===== src/rtl/spi_master_multi_cs.sv =====
// SPI master: programmable SCK divider, CPOL/CPHA modes, MSB/LSB-first order,
// multiple chip selects, runtime transfer length with right-aligned read data.
module spi_master_multi_cs #(
   parameter int DATA_WIDTH      = 70,
   parameter int BIT_COUNT_WIDTH = 8,
   parameter int NUM_CS          = 4,
   parameter int CS_SEL_WIDTH    = 2,
   parameter int DIV_WIDTH       = 8
) (
   input  logic                       CLK,
   input  logic                       RESET,
   input  logic                       START,
   output logic                       BUSY,
   output logic                       DONE,
   input  logic [BIT_COUNT_WIDTH-1:0] NUM_OF_BIT,
   input  logic [DIV_WIDTH-1:0]       CLK_DIV,
   input  logic                       CPOL,
   input  logic                       CPHA,
   input  logic                       LSB_FIRST,
   input  logic [CS_SEL_WIDTH-1:0]    CS_SEL,
   input  logic [DATA_WIDTH-1:0]      DATA_IN,
   output logic [DATA_WIDTH-1:0]      RD_DATA,
   output logic [NUM_CS-1:0]          SPI_CS_N,
   output logic                       SPI_SCK,
   output logic                       SPI_SDO,
   input  logic                       SPI_SDI
);

   typedef enum logic [2:0] {IDLE, SETUP, SHIFT_LEAD, SHIFT_TRAIL, HOLD, ALIGN, DONE_ST} state_t;

   localparam logic [BIT_COUNT_WIDTH-1:0] DW_B   = BIT_COUNT_WIDTH'(DATA_WIDTH);
   localparam logic [BIT_COUNT_WIDTH-1:0] DW_M1  = BIT_COUNT_WIDTH'(DATA_WIDTH - 1);
   localparam logic [BIT_COUNT_WIDTH-1:0] BC_ONE = BIT_COUNT_WIDTH'(1);
   localparam logic [DIV_WIDTH-1:0]       DV_ONE = DIV_WIDTH'(1);

   state_t                      state, next_state;
   logic [BIT_COUNT_WIDTH-1:0]  n_q, n_eff, bit_cnt;
   logic [DIV_WIDTH-1:0]        div_q, div_cnt;
   logic                        cpol_q, cpha_q, lsb_q;
   logic [CS_SEL_WIDTH-1:0]     cs_q, cs_nxt;
   logic [DATA_WIDTH-1:0]       tx, rx, tx_init, tx_shift, rx_shift;
   logic                        accept, div_zero, cs_act, tx_head, init_head;
   logic                        enter_lead, enter_trail;

   always_comb begin
      n_eff     = (NUM_OF_BIT > DW_B) ? DW_B : NUM_OF_BIT;
      accept    = (state == IDLE) && START && !BUSY;
      div_zero  = (div_cnt == '0);
      // MSB-first words are pre-shifted so the first bit always sits at the top
      tx_init   = LSB_FIRST ? DATA_IN : (DATA_IN << (DW_B - n_eff));
      init_head = LSB_FIRST ? tx_init[0] : tx_init[DATA_WIDTH-1];
      tx_head   = lsb_q ? tx[0] : tx[DATA_WIDTH-1];
      tx_shift  = lsb_q ? (tx >> 1) : (tx << 1);
      rx_shift  = lsb_q ? {SPI_SDI, rx[DATA_WIDTH-1:1]} : {rx[DATA_WIDTH-2:0], SPI_SDI};
      cs_nxt    = accept ? CS_SEL : cs_q;
   end

   always_ff @(posedge CLK or posedge RESET) begin
      if (RESET) state <= IDLE;
      else       state <= next_state;
   end

   always_comb begin
      next_state = state;
      case (state)
         IDLE:        if (accept) next_state = (n_eff == '0) ? DONE_ST : SETUP;
         SETUP:       if (div_zero) next_state = SHIFT_LEAD;
         SHIFT_LEAD:  if (div_zero) next_state = SHIFT_TRAIL;
         SHIFT_TRAIL: if (div_zero) next_state = (bit_cnt == n_q) ? HOLD : SHIFT_LEAD;
         HOLD:        if (div_zero) next_state = (lsb_q && n_q != DW_B) ? ALIGN : DONE_ST;
         ALIGN:       if (bit_cnt == DW_M1) next_state = DONE_ST;
         DONE_ST:     next_state = IDLE;
         default:     next_state = IDLE;
      endcase
   end

   always_comb begin
      cs_act      = (next_state == SETUP) || (next_state == SHIFT_LEAD) ||
                    (next_state == SHIFT_TRAIL) || (next_state == HOLD);
      enter_lead  = (next_state == SHIFT_LEAD) && (state != SHIFT_LEAD);
      enter_trail = (next_state == SHIFT_TRAIL) && (state != SHIFT_TRAIL);
   end

   always_ff @(posedge CLK or posedge RESET) begin
      if (RESET) begin
         BUSY     <= 1'b0;
         DONE     <= 1'b0;
         RD_DATA  <= '0;
         SPI_CS_N <= '1;
         SPI_SCK  <= 1'b0;
         SPI_SDO  <= 1'b0;
         n_q      <= '0;
         bit_cnt  <= '0;
         div_q    <= '0;
         div_cnt  <= '0;
         cpol_q   <= 1'b0;
         cpha_q   <= 1'b0;
         lsb_q    <= 1'b0;
         cs_q     <= '0;
         tx       <= '0;
         rx       <= '0;
      end else begin
         BUSY <= (state != IDLE);
         DONE <= (state == DONE_ST);
         for (int i = 0; i < NUM_CS; i++)
            SPI_CS_N[i] <= !(cs_act && (int'(cs_nxt) == i));

         // every phase change reloads the half-period counter
         if (next_state != state) div_cnt <= accept ? CLK_DIV : div_q;
         else if (!div_zero)      div_cnt <= div_cnt - DV_ONE;

         case (state)
            IDLE: begin
               SPI_SCK <= CPOL;
               if (accept) begin
                  n_q     <= n_eff;
                  div_q   <= CLK_DIV;
                  cpol_q  <= CPOL;
                  cpha_q  <= CPHA;
                  lsb_q   <= LSB_FIRST;
                  cs_q    <= CS_SEL;
                  rx      <= '0;
                  bit_cnt <= '0;
                  if (!CPHA && n_eff != '0) begin
                     SPI_SDO <= init_head;
                     tx      <= LSB_FIRST ? (tx_init >> 1) : (tx_init << 1);
                  end else begin
                     tx      <= tx_init;
                  end
               end
            end
            ALIGN: begin
               rx      <= rx >> 1;
               bit_cnt <= bit_cnt + BC_ONE;
            end
            DONE_ST: RD_DATA <= rx;
            default: ;
         endcase

         if (enter_lead) begin
            SPI_SCK <= !cpol_q;
            if (!cpha_q) rx <= rx_shift;
            else begin
               SPI_SDO <= tx_head;
               tx      <= tx_shift;
            end
         end

         if (enter_trail) begin
            SPI_SCK <= cpol_q;
            bit_cnt <= bit_cnt + BC_ONE;
            if (cpha_q) rx <= rx_shift;
            else if (bit_cnt + BC_ONE < n_q) begin
               SPI_SDO <= tx_head;
               tx      <= tx_shift;
            end
         end
      end
   end

endmodule


===== config.mk =====
export PLATFORM = sky130hd
export DESIGN_NAME = spi_master_multi_cs
export DESIGN_NICKNAME = d
export VERILOG_FILES = /design/src/rtl/spi_master_multi_cs.sv
export SDC_FILE = /design/constraint.sdc
export NUM_CORES = 1
export LEC_CHECK = 0
export ABC_AREA = 0
export CORE_UTILIZATION = 50
export DETAILED_ROUTE_END_ITERATION = 10
export PLACE_DENSITY = 0.83
export SLEW_MARGIN = 20
export SYNTH_ARGS = -nofsm -noshare
export SYNTH_HDL_FRONTEND = slang
export SYNTH_SLANG_ARGS = --single-unit
export TNS_END_PERCENT = 1

===== constraint.sdc =====
create_clock -name CLK -period 15.8 [get_ports CLK]
set_input_delay 1.58 -clock CLK [delete_from_list [all_inputs] [get_ports CLK]]
set_output_delay 1.58 -clock CLK [all_outputs]
set_load 0.05 [all_outputs]

Yosys cells after proc, flatten, opt, wreduce, memory -nomap -nowiden --
Index checks and enable logic that the tools add are counted.
Word-level totals: register bits after elaboration 258, output and inout port bits 78
Operators by class: add/sub/neg operators 3, order comparisons 2, equality and inequality tests 21, shift-type cells 1, muxes and demuxes 49, reductions and logical operators 30
Operator list (number):
- $mux 70 | 17
- $pmux 70 s2 | 1
- $shl 70x8->70 | 1
- $mux 8 | 6
- $mux 3 | 8
- $pmux 3 s6 | 1
- $logic_not 8->1 | 2
- $pmux 8 s2 | 1
- $mux 1 | 13
- $eq 3x2->1 const B | 4
- $eq 3x3->1 const B | 4
- $logic_and 1x1->1 | 10
- $reduce_bool 3->1 | 3
- $add 8x1->8 const B | 1
- $eq 8x7->1 const B | 1
- $eq 8x8->1 | 1
- $gt 8x7->1 const B | 1
- $lt 8x8->1 | 1
- $ne 8x7->1 const B | 1
- $reduce_bool 8->1 | 1
- $sub 7x8->8 const A | 1
- $sub 8x1->8 const B | 1
- $logic_not 1->1 | 7
- $eq 3x1->1 const B | 2
- other kinds (11) | 17

Longest topological paths before layout --
Gate-level depths: netlist of the first run.
word-level depth 14, depth in mapped cells 23

Worst setup path before layout of the first run --
Ideal clock, no wire load.
kind input port to flip-flop, start input NUM_OF_BIT[4], end register tx[63], arrival 5902 ps, data required time 15706 ps, path slack 9804 ps, stages on the path 20, path buffers 10, cell sequence buf_6 > or3_1 > buf_2 > o31ai_4 > buf_6 > buf_6 > buf_4 > buf_4 > ha_1 > clkbuf_1 > inv_1 > clkbuf_1 > buf_1 > clkbuf_1 > o311ai_0 > a22oi_1 > mux2i_1 > o21ai_0 > o22ai_1 > a211oi_1
Between the ends: longest elaborated chain between the ends 14
Ends and longest elaborated chain:
- start: declaration | RTL line 15 | input logic [BIT_COUNT_WIDTH-1:0] NUM_OF_BIT,
- $gt 8x7->1 | RTL line 46 | n_eff = (NUM_OF_BIT > DW_B) ? DW_B : NUM_OF_BIT;
- $mux 8 * | RTL line 46
- $sub 7x8->8 | RTL line 50 | tx_init = LSB_FIRST ? DATA_IN : (DATA_IN << (DW_B - n_eff));
- $shl 70x8->70 | RTL line 50
- $mux 70 | RTL line 50
- $mux 70 | RTL line 126 | tx <= LSB_FIRST ? (tx_init >> 1) : (tx_init << 1);
- $mux 70 | RTL line 124 | if (!CPHA && n_eff != '0) begin
- $mux 70 | RTL line 115 | if (accept) begin
- $mux 70 | RTL line 112 | case (state)
- $mux 70 | RTL line 142 | if (!cpha_q) rx <= rx_shift;
- $mux 70 | RTL line 140 | if (enter_lead) begin
- $mux 70 | RTL line 153 | else if (bit_cnt + BC_ONE < n_q) begin
- $mux 70 | RTL line 152 | if (cpha_q) rx <= rx_shift;
- $mux 70 * | RTL line 149 | if (enter_trail) begin
- end signal: assignment | RTL line 128 | tx <= tx_init;
- end signal: assignment | RTL line 145 | tx <= tx_shift;
- end signal: assignment | RTL line 155 | tx <= tx_shift;
- end: declaration | RTL line 41 | logic [DATA_WIDTH-1:0] tx, rx, tx_init, tx_shift, rx_shift;
Every way passes the cells marked *; elsewhere a longest branch is shown, timed or not. A chain may end at the register's enable or synchronous reset.

Final worst setup path of the first run --
start input NUM_OF_BIT[4], end register tx[64]
Between the ends: longest elaborated chain between the ends 14
Ends and longest elaborated chain:
- $gt 8x7->1 * | RTL line 46
- $mux 8 * | RTL line 46
- named net n_eff[1] | RTL line 37 | logic [BIT_COUNT_WIDTH-1:0] n_q, n_eff, bit_cnt;
- $sub 7x8->8 | RTL line 50
- $shl 70x8->70 | RTL line 50
- $mux 70 | RTL line 50
- $mux 70 | RTL line 126
- $mux 70 | RTL line 124
- $mux 70 | RTL line 115
- $mux 70 | RTL line 112
- $mux 70 | RTL line 142
- $mux 70 | RTL line 140
- $mux 70 | RTL line 153
- $mux 70 | RTL line 152
- $mux 70 * | RTL line 149
The timed path passes the listed nets; every way through them passes the cells marked *.

==> qor.txt, run 1 <==
Total congestion overflow = 0
DRT iter0 DRCs = 2905
Worst Setup End Kind = register
Diodes inserted = 0
Sequential share of the synthesized area = 0.323
Area share of fa/ha/maj cells after synthesis = 0.00875
Fmax = 129 MHz
Die area = 0.0409 mm2
Largest family of logic cells by synthesized area = compound AO/OA/AOI/OAI gates
Vias per cell = 6.93
Vias in the first global route = 19300
Pint = 1.69 mW
GPL Wtd Cong = 1.08
Post-Synth XOR/XNOR Area = 0.00743
Clock share of power = 0.221
# IOs = 173
Area after DPL = 0.0219 mm2
Final hold vios = 0
Synth Area in Simple Gates = 0.196
Worst-Margin Slew = 1.15 ns
Final setup fails = 0
Initial core utilization = 0.512
Total track usage = 0.381
Top_reg_cell synth = dfrtp_1
Setup TNS Final = 0 ns
Clock sink count = 258
Clock buffer count from CTS = 26
Mapped Area = 0.0200 mm2
Fin. max-slew vios = 0
Initial antenna violation count = 0
DRC viols = 0
Final nets = 2575
Die W = 202 um
DRT Wirelength = 79.2 mm
Status = complete, no violations
Crit-path cells = clkdlybuf4s50_1 > o31a_1 > or3_1 > ha_1 > or3_1 > o211ai_4 > buf_4 > mux2i_1 > mux2i_1 > mux4_2 > a22oi_1 > o21ai_0 > a211oi_1 > o221ai_1
Wirelength per Cell = 26.4 um
WP data required = 16.18 ns
Detail Placement HPWL = 56.6 mm
Post-CTS sizing = 0
P&R area growth vs syn = 13.7%
Async SR Flop Fraction = 1.00
Synth warn = 0
Largest stage delay on the critical path = 0.97 ns
Final Instance Area = 0.0228 mm2
Root Driver = clkbuf_16
Port Buffers = 172
Switch Pwr = 1.23 mW
Syn_nets = 2546
Core box area = 0.0391 mm2
Area share of the largest cell type after synthesis = 0.317
Ranking of synthesized cells by area = dfrtp_1 32%, nand2_1 11%, mux2i_1 10%
Worst-path clk slew = 0.06 ns
Remaining antenna violation count = 0
FF/Latch Area = 0.00646 mm2
Static leakage = 9.79 nW
Setup Crit Path Kind = in2reg
Peak supply drop = 0.103 mV
Clk_lat worst skew = 0.56 ns
Die Span Y = 202 um
PwrDens = 128 mW/mm2
Min Hold Slack = 0.470 ns
Final worst slack = 8.05 ns
Critical path fanouts, max = 58
Compound-Gate Fraction of Synth Area = 0.250
Share of power burned in combinational logic = 0.446
Sequential power share = 0.333
Most common cell after layout, fill and taps aside = nand2_1
Worst setup SP type = primary input
Final non-filler cell total = 3003
FILL cells = 3450
Final Skew = 0.0328 ns
Syn Area/Cell = 8.22 um2
First-pass GRT wire length = 120 mm
Postcts setup bufs = 0
Most frequent cells in the layout = 597 x nand2_1, 253 x dfrtp_1, 200 x mux2i_1
DP Cell Count = 2956
TritonCTS clock tree = done
Final core utilization = 0.582
Critical Path AT = 8.13 ns
Area of the multi-input gates = 0.0125 mm2
Crit share post-route = 0.491
Switching part of the total = 0.420
Post-Synthesis Cells = 2437
Vias post-DR = 20800
H-tree depth = 1
Number of hold buffers added after CTS = 0
Worst hold path type = reg2reg
Layout cells sized above 1 = 0.0817
Post-placement worst setup slack = 7.73 ns
Overall power = 2.92 mW
Critical Path Slowest Stage Cell = o211ai_4
Post-synth EDFFs = 0
Area leader, netlist = dfrtp_1
Largest net degree at the start of global routing = 113
Final min period = 7.75 ns
Distinct cells, synth = 91
Std-Cell Rows = 72
Max-cap violations = 0
Relative slew slack = 0.226
Worst-case clock buffer depth = 3
Yosys reg bits = 258
RSZ-0062 raised after global routing = false
Mux contribution to synthesized area = 0.159
Initial DRT Pass Iterations = 9
## worst max-delay path, delay by kind of cell
family	cells	cell delay, ns
adder cells (fa/ha/maj)	1	0.27
AO/OA/AOI/OAI	6	2.56
buffers and inverters	2	1.50
AND/OR/NAND/NOR	2	0.99
multiplexers	3	1.18
## final cells by class
| type | instances | area share |
|---|---|---|
| repair buffers | 217 | 0.0902 |
| well taps | 518 | 0.0285 |
| inverters | 43 | 0.00747 |
| clock buffers | 37 | 0.0340 |
| flip-flops and latches | 258 | 0.284 |
| clock inverters | 10 | 0.00522 |
| multi-input cells | 1920 | 0.551 |
## Yosys cell counts, types with 11 or more instances
library cell / number
a22oi_1: 87
o31ai_1: 29
o22ai_1: 26
o21ai_0: 106
mux2_2: 29
dfrtp_1: 254
a21oi_1: 105
o221ai_1: 26
a211o_1: 12
o2111ai_1: 19
a21boi_0: 12
a211oi_1: 36
clkbuf_1: 141
mux2i_1: 201
a221oi_1: 33
and2_1: 17
mux4_2: 36
o211ai_1: 52
a221o_1: 11
inv_1: 41
nand3_1: 54
nor2_1: 113
ha_1: 14
a31oi_1: 39
nand2_1: 598
buf_1: 24
nor3_1: 43
buf_2: 35
or3_1: 11
## metal layers
| layer | vias to the layer above | wire (um) | share of wire | GRT usage |
|---|---|---|---|---|
| met5 | - | 0 | 0 | 0 |
| li1 | 9102 | - | - | - |
| met4 | 0 | 3600 | 0.045 | 0.157 |
| met2 | 1386 | 34900 | 0.44 | 0.583 |
| met3 | 206 | 8480 | 0.11 | 0.0672 |
| met1 | 10100 | 32200 | 0.41 | 0.533 |
## registers in the layout, indices dropped and copies added (netlist names)
signal and flops:
div_cnt 8, state 3, rx 70, SPI_SDO 1
BUSY 1, div_q 8, lsb_q 1, cpha_q 1
n_q 8, SPI_CS_N 4, cpol_q 1, SPI_SCK 1
tx 70, RD_DATA 70, cs_q 2, DONE 1
bit_cnt 8
## power groups by stage
stage          clock network (mW)  registers (mW)  logic, mW
2_1_floorplan                   0           0.941      0.929
3_3_place_gp                    0           0.969       1.23
3_5_place_dp                    0           0.976       1.26
4_1_cts                     0.650           0.965       1.27
5_1_grt                     0.677           0.989       1.40
6_report                    0.643           0.971       1.30
## kinds of logic (layout without fill, tap and decap cells)
kind of cell | count (synthesis) | after routing
compound gates | 704 | 704
mux | 269 | 269
xor+xnor | 17 | 17
buf+inv | 259 | 307
flops | 258 | 258
simple gates | 916 | 916
fa+ha+maj | 14 | 14
## worst paths after layout
path	startpoint	end	slack (ns)	depth (start not counted)
worst max-delay path	NUM_OF_BIT[4]	tx[64]$_DFF_PP0_	8.05	14
worst min-delay path	RD_DATA[25]$_DFFE_PP0P_	RD_DATA[25]$_DFFE_PP0P_	0.47	2
worst max register to register	state[0]$_DFF_PP0_	tx[51]$_DFF_PP0_	11.40	10
worst min register to register	RD_DATA[25]$_DFFE_PP0P_	RD_DATA[25]$_DFFE_PP0P_	0.47	2
max in group asynchronous	RESET	cs_q[1]$_DFFE_PP0P_	12.70	3
min in group asynchronous	RESET	tx[46]$_DFF_PP0_	1.57	2
Power figures use the tool's default switching activity.
==> run 2, diff against run 1 <==
--- a/config.mk
+++ b/config.mk
@@ -8,7 +8,7 @@
 export ABC_AREA = 0
 export CORE_UTILIZATION = 50
 export DETAILED_ROUTE_END_ITERATION = 10
-export PLACE_DENSITY = 0.83
+export PLACE_DENSITY = 0.85
 export SLEW_MARGIN = 20
 export SYNTH_ARGS = -nofsm -noshare
 export SYNTH_HDL_FRONTEND = slang
==> constraint.sdc (replaced) <==
create_clock -name CLK -period 6.6 [get_ports CLK]
set_input_delay 0.66 -clock CLK [delete_from_list [all_inputs] [get_ports CLK]]
set_output_delay 0.66 -clock CLK [all_outputs]
set_load 0.05 [all_outputs]
==> qor.txt, run 2 (synthesized netlist as in run 1, its figures left out) <==
Static leakage = 10.0 nW
Regs by FF count = RD_DATA: 70 flops, rx: 70 flops, tx: 70 flops
Post-CTS sizing = 0
WP data required = 7.02 ns
Detail Placement HPWL = 63.6 mm
Final min period = 5.65 ns
Vias post-DR = 21200
Peak supply drop = 0.256 mV
Initial antenna violation count = 3
Initial DRT Pass Iterations = 6
Core box area = 0.0391 mm2
Remaining antenna violation count = 0
Most common cell after layout, fill and taps aside = nand2_1
Crit path buf inv count = 2
Setup Crit Path Kind = in2reg
Crit-path cells = clkdlybuf4s50_1 > o31a_1 > or3_1 > ha_1 > or3_1 > o211ai_4 > buf_4 > mux2i_1 > o221ai_1 > o211a_1 > nor3_1 > o21ai_0 > a221oi_1 > nor2_1
Max-cap violations = 0
Vias per cell = 6.94
Final nets = 2620
Final Skew = 0.0306 ns
First-pass GRT wire length = 131 mm
Crit share post-route = 0.856
Layout cells sized above 1 = 0.0989
Worst Setup End Kind = register
WP depth = 14
Worst-Margin Slew = 1.34 ns
Setup TNS Final = 0 ns
Worst setup path start = NUM_OF_BIT[3]
Final setup fails = 0
Most frequent CP cell = or3_1
Fin. max-slew vios = 0
Area of the multi-input gates = 0.0125 mm2
Total congestion overflow = 0
Root Driver = clkbuf_16
Worst-path clk slew = 0.06 ns
PwrDens = 306 mW/mm2
Clock sink count = 258
Overall power = 7.09 mW
Largest net degree at the start of global routing = 184
P&R area growth vs syn = 15.6%
Port Buffers = 172
Clock buffer count from CTS = 25
Initial core utilization = 0.512
Clk_lat worst skew = 0.55 ns
H-tree depth = 1
Die area = 0.0409 mm2
Final hold vios = 0
CP delay by family, top = compound AO/OA/AOI/OAI gates
Critical path fanouts, max = 19
TritonCTS clock tree = done
Worst hold path type = reg2reg
Die Span Y = 202 um
DRC viols = 0
Vias in the first global route = 20300
Worst setup path end = tx[35]$_DFF_PP0_
Worst-case clock buffer depth = 3
Wirelength per Cell = 28.4 um
Worst setup SP type = primary input
Postcts setup bufs = 0
Total track usage = 0.421
Worst reg2reg setup slack = 2.39 ns
FF/Latch Area = 0.00646 mm2
Die W = 202 um
Largest stage delay on the critical path = 0.67 ns
GPL Wtd Cong = 1.04
Relative slew slack = 0.104
FILL cells = 3458
Std-Cell Rows = 72
Critical Path Slowest Stage Cell = o211ai_4
DRT iter0 DRCs = 2481
Number of hold buffers added after CTS = 0
Critical Path AT = 6.07 ns
R2r endpoint = rx[60]$_DFF_PP0_
DRT Wirelength = 86.7 mm
Status = complete, no violations
Most frequent cells in the layout = 597 x nand2_1, 253 x dfrtp_1, 200 x mux2i_1
# IOs = 173
RSZ-0062 raised after global routing = false
Min Hold Slack = 0.472 ns
Worst reg2reg path depth = 12
Reg2reg start = div_cnt[0]$_DFFE_PP0P_
Fmax = 177 MHz
[run 2: changes by cell type in the layout (fill, tap and decap cells not counted), sizes merged]
cell      change
clkbuf        -5
bufinv        +1
buf          +46
clkinv        -1
diode         +2
clkinvlp      +1
inv           +1
[run 2: worst min-delay path by stage]
stage,start,to,slack [ns],cells past startpoint
after floorplan,div_q[0]$_DFFE_PP0P_,div_q[0]$_DFFE_PP0P_,0.44,2
after global routing,RD_DATA[3]$_DFFE_PP0P_,RD_DATA[3]$_DFFE_PP0P_,0.50,2
final,RD_DATA[35]$_DFFE_PP0P_,RD_DATA[35]$_DFFE_PP0P_,0.47,2
after CTS,RD_DATA[50]$_DFFE_PP0P_,RD_DATA[50]$_DFFE_PP0P_,0.48,2
after detailed placement,RD_DATA[35]$_DFFE_PP0P_,RD_DATA[35]$_DFFE_PP0P_,0.46,2
after global placement,div_q[2]$_DFFE_PP0P_,div_q[2]$_DFFE_PP0P_,0.45,2
[run 2: where the power goes]
part / internal [mW] / switching [mW]
Sequential: 1.96 / 0.387
Combinational: 1.23 / 2.01
Clock: 0.872 / 0.626
Total: 4.06 / 3.03
[run 2: worst reg2reg max path, stage by stage, from the launching register on]
cell and delay (ns):
dfrtp_1 0.37, inv_1 0.12, ha_1 0.27, or4b_2 0.68, nor4_1 0.36, a221oi_1 0.17, and2_1 0.31, a211oi_2 0.37
and2_1 0.25, a21o_2 0.58, buf_4 0.48, nand2_1 0.11, nand2_1 0.06
[run 2: layer usage]
layer,track usage,part of all wire
met5,0,0.00015
met3,0.0713,0.096
met4,0.196,0.053
met1,0.568,0.41
met2,0.658,0.44
[run 2: cell type report]
| class | count | area share |
|---|---|---|
| multi-input combinational | 1920 | 0.541 |
| sequential | 258 | 0.279 |
| timing repair buffer | 263 | 0.107 |
| clock buffer | 32 | 0.0303 |
| tap | 518 | 0.0280 |
| inverter | 43 | 0.00719 |
| clock inverter | 12 | 0.00654 |
| antenna | 2 | 0.000216 |
[run 2: stage by stage]
step	worst slack [ns]	area, um2	instances	utilization
finish	0.952	23200	3048	0.592
global route	0.806	23200	3046	0.592
CTS	1.12	23200	3046	0.592
detailed placement	0.565	22300	3002	0.570
global placement	0.594	22300	3002	0.570
floorplan	1.52	20000	2437	-
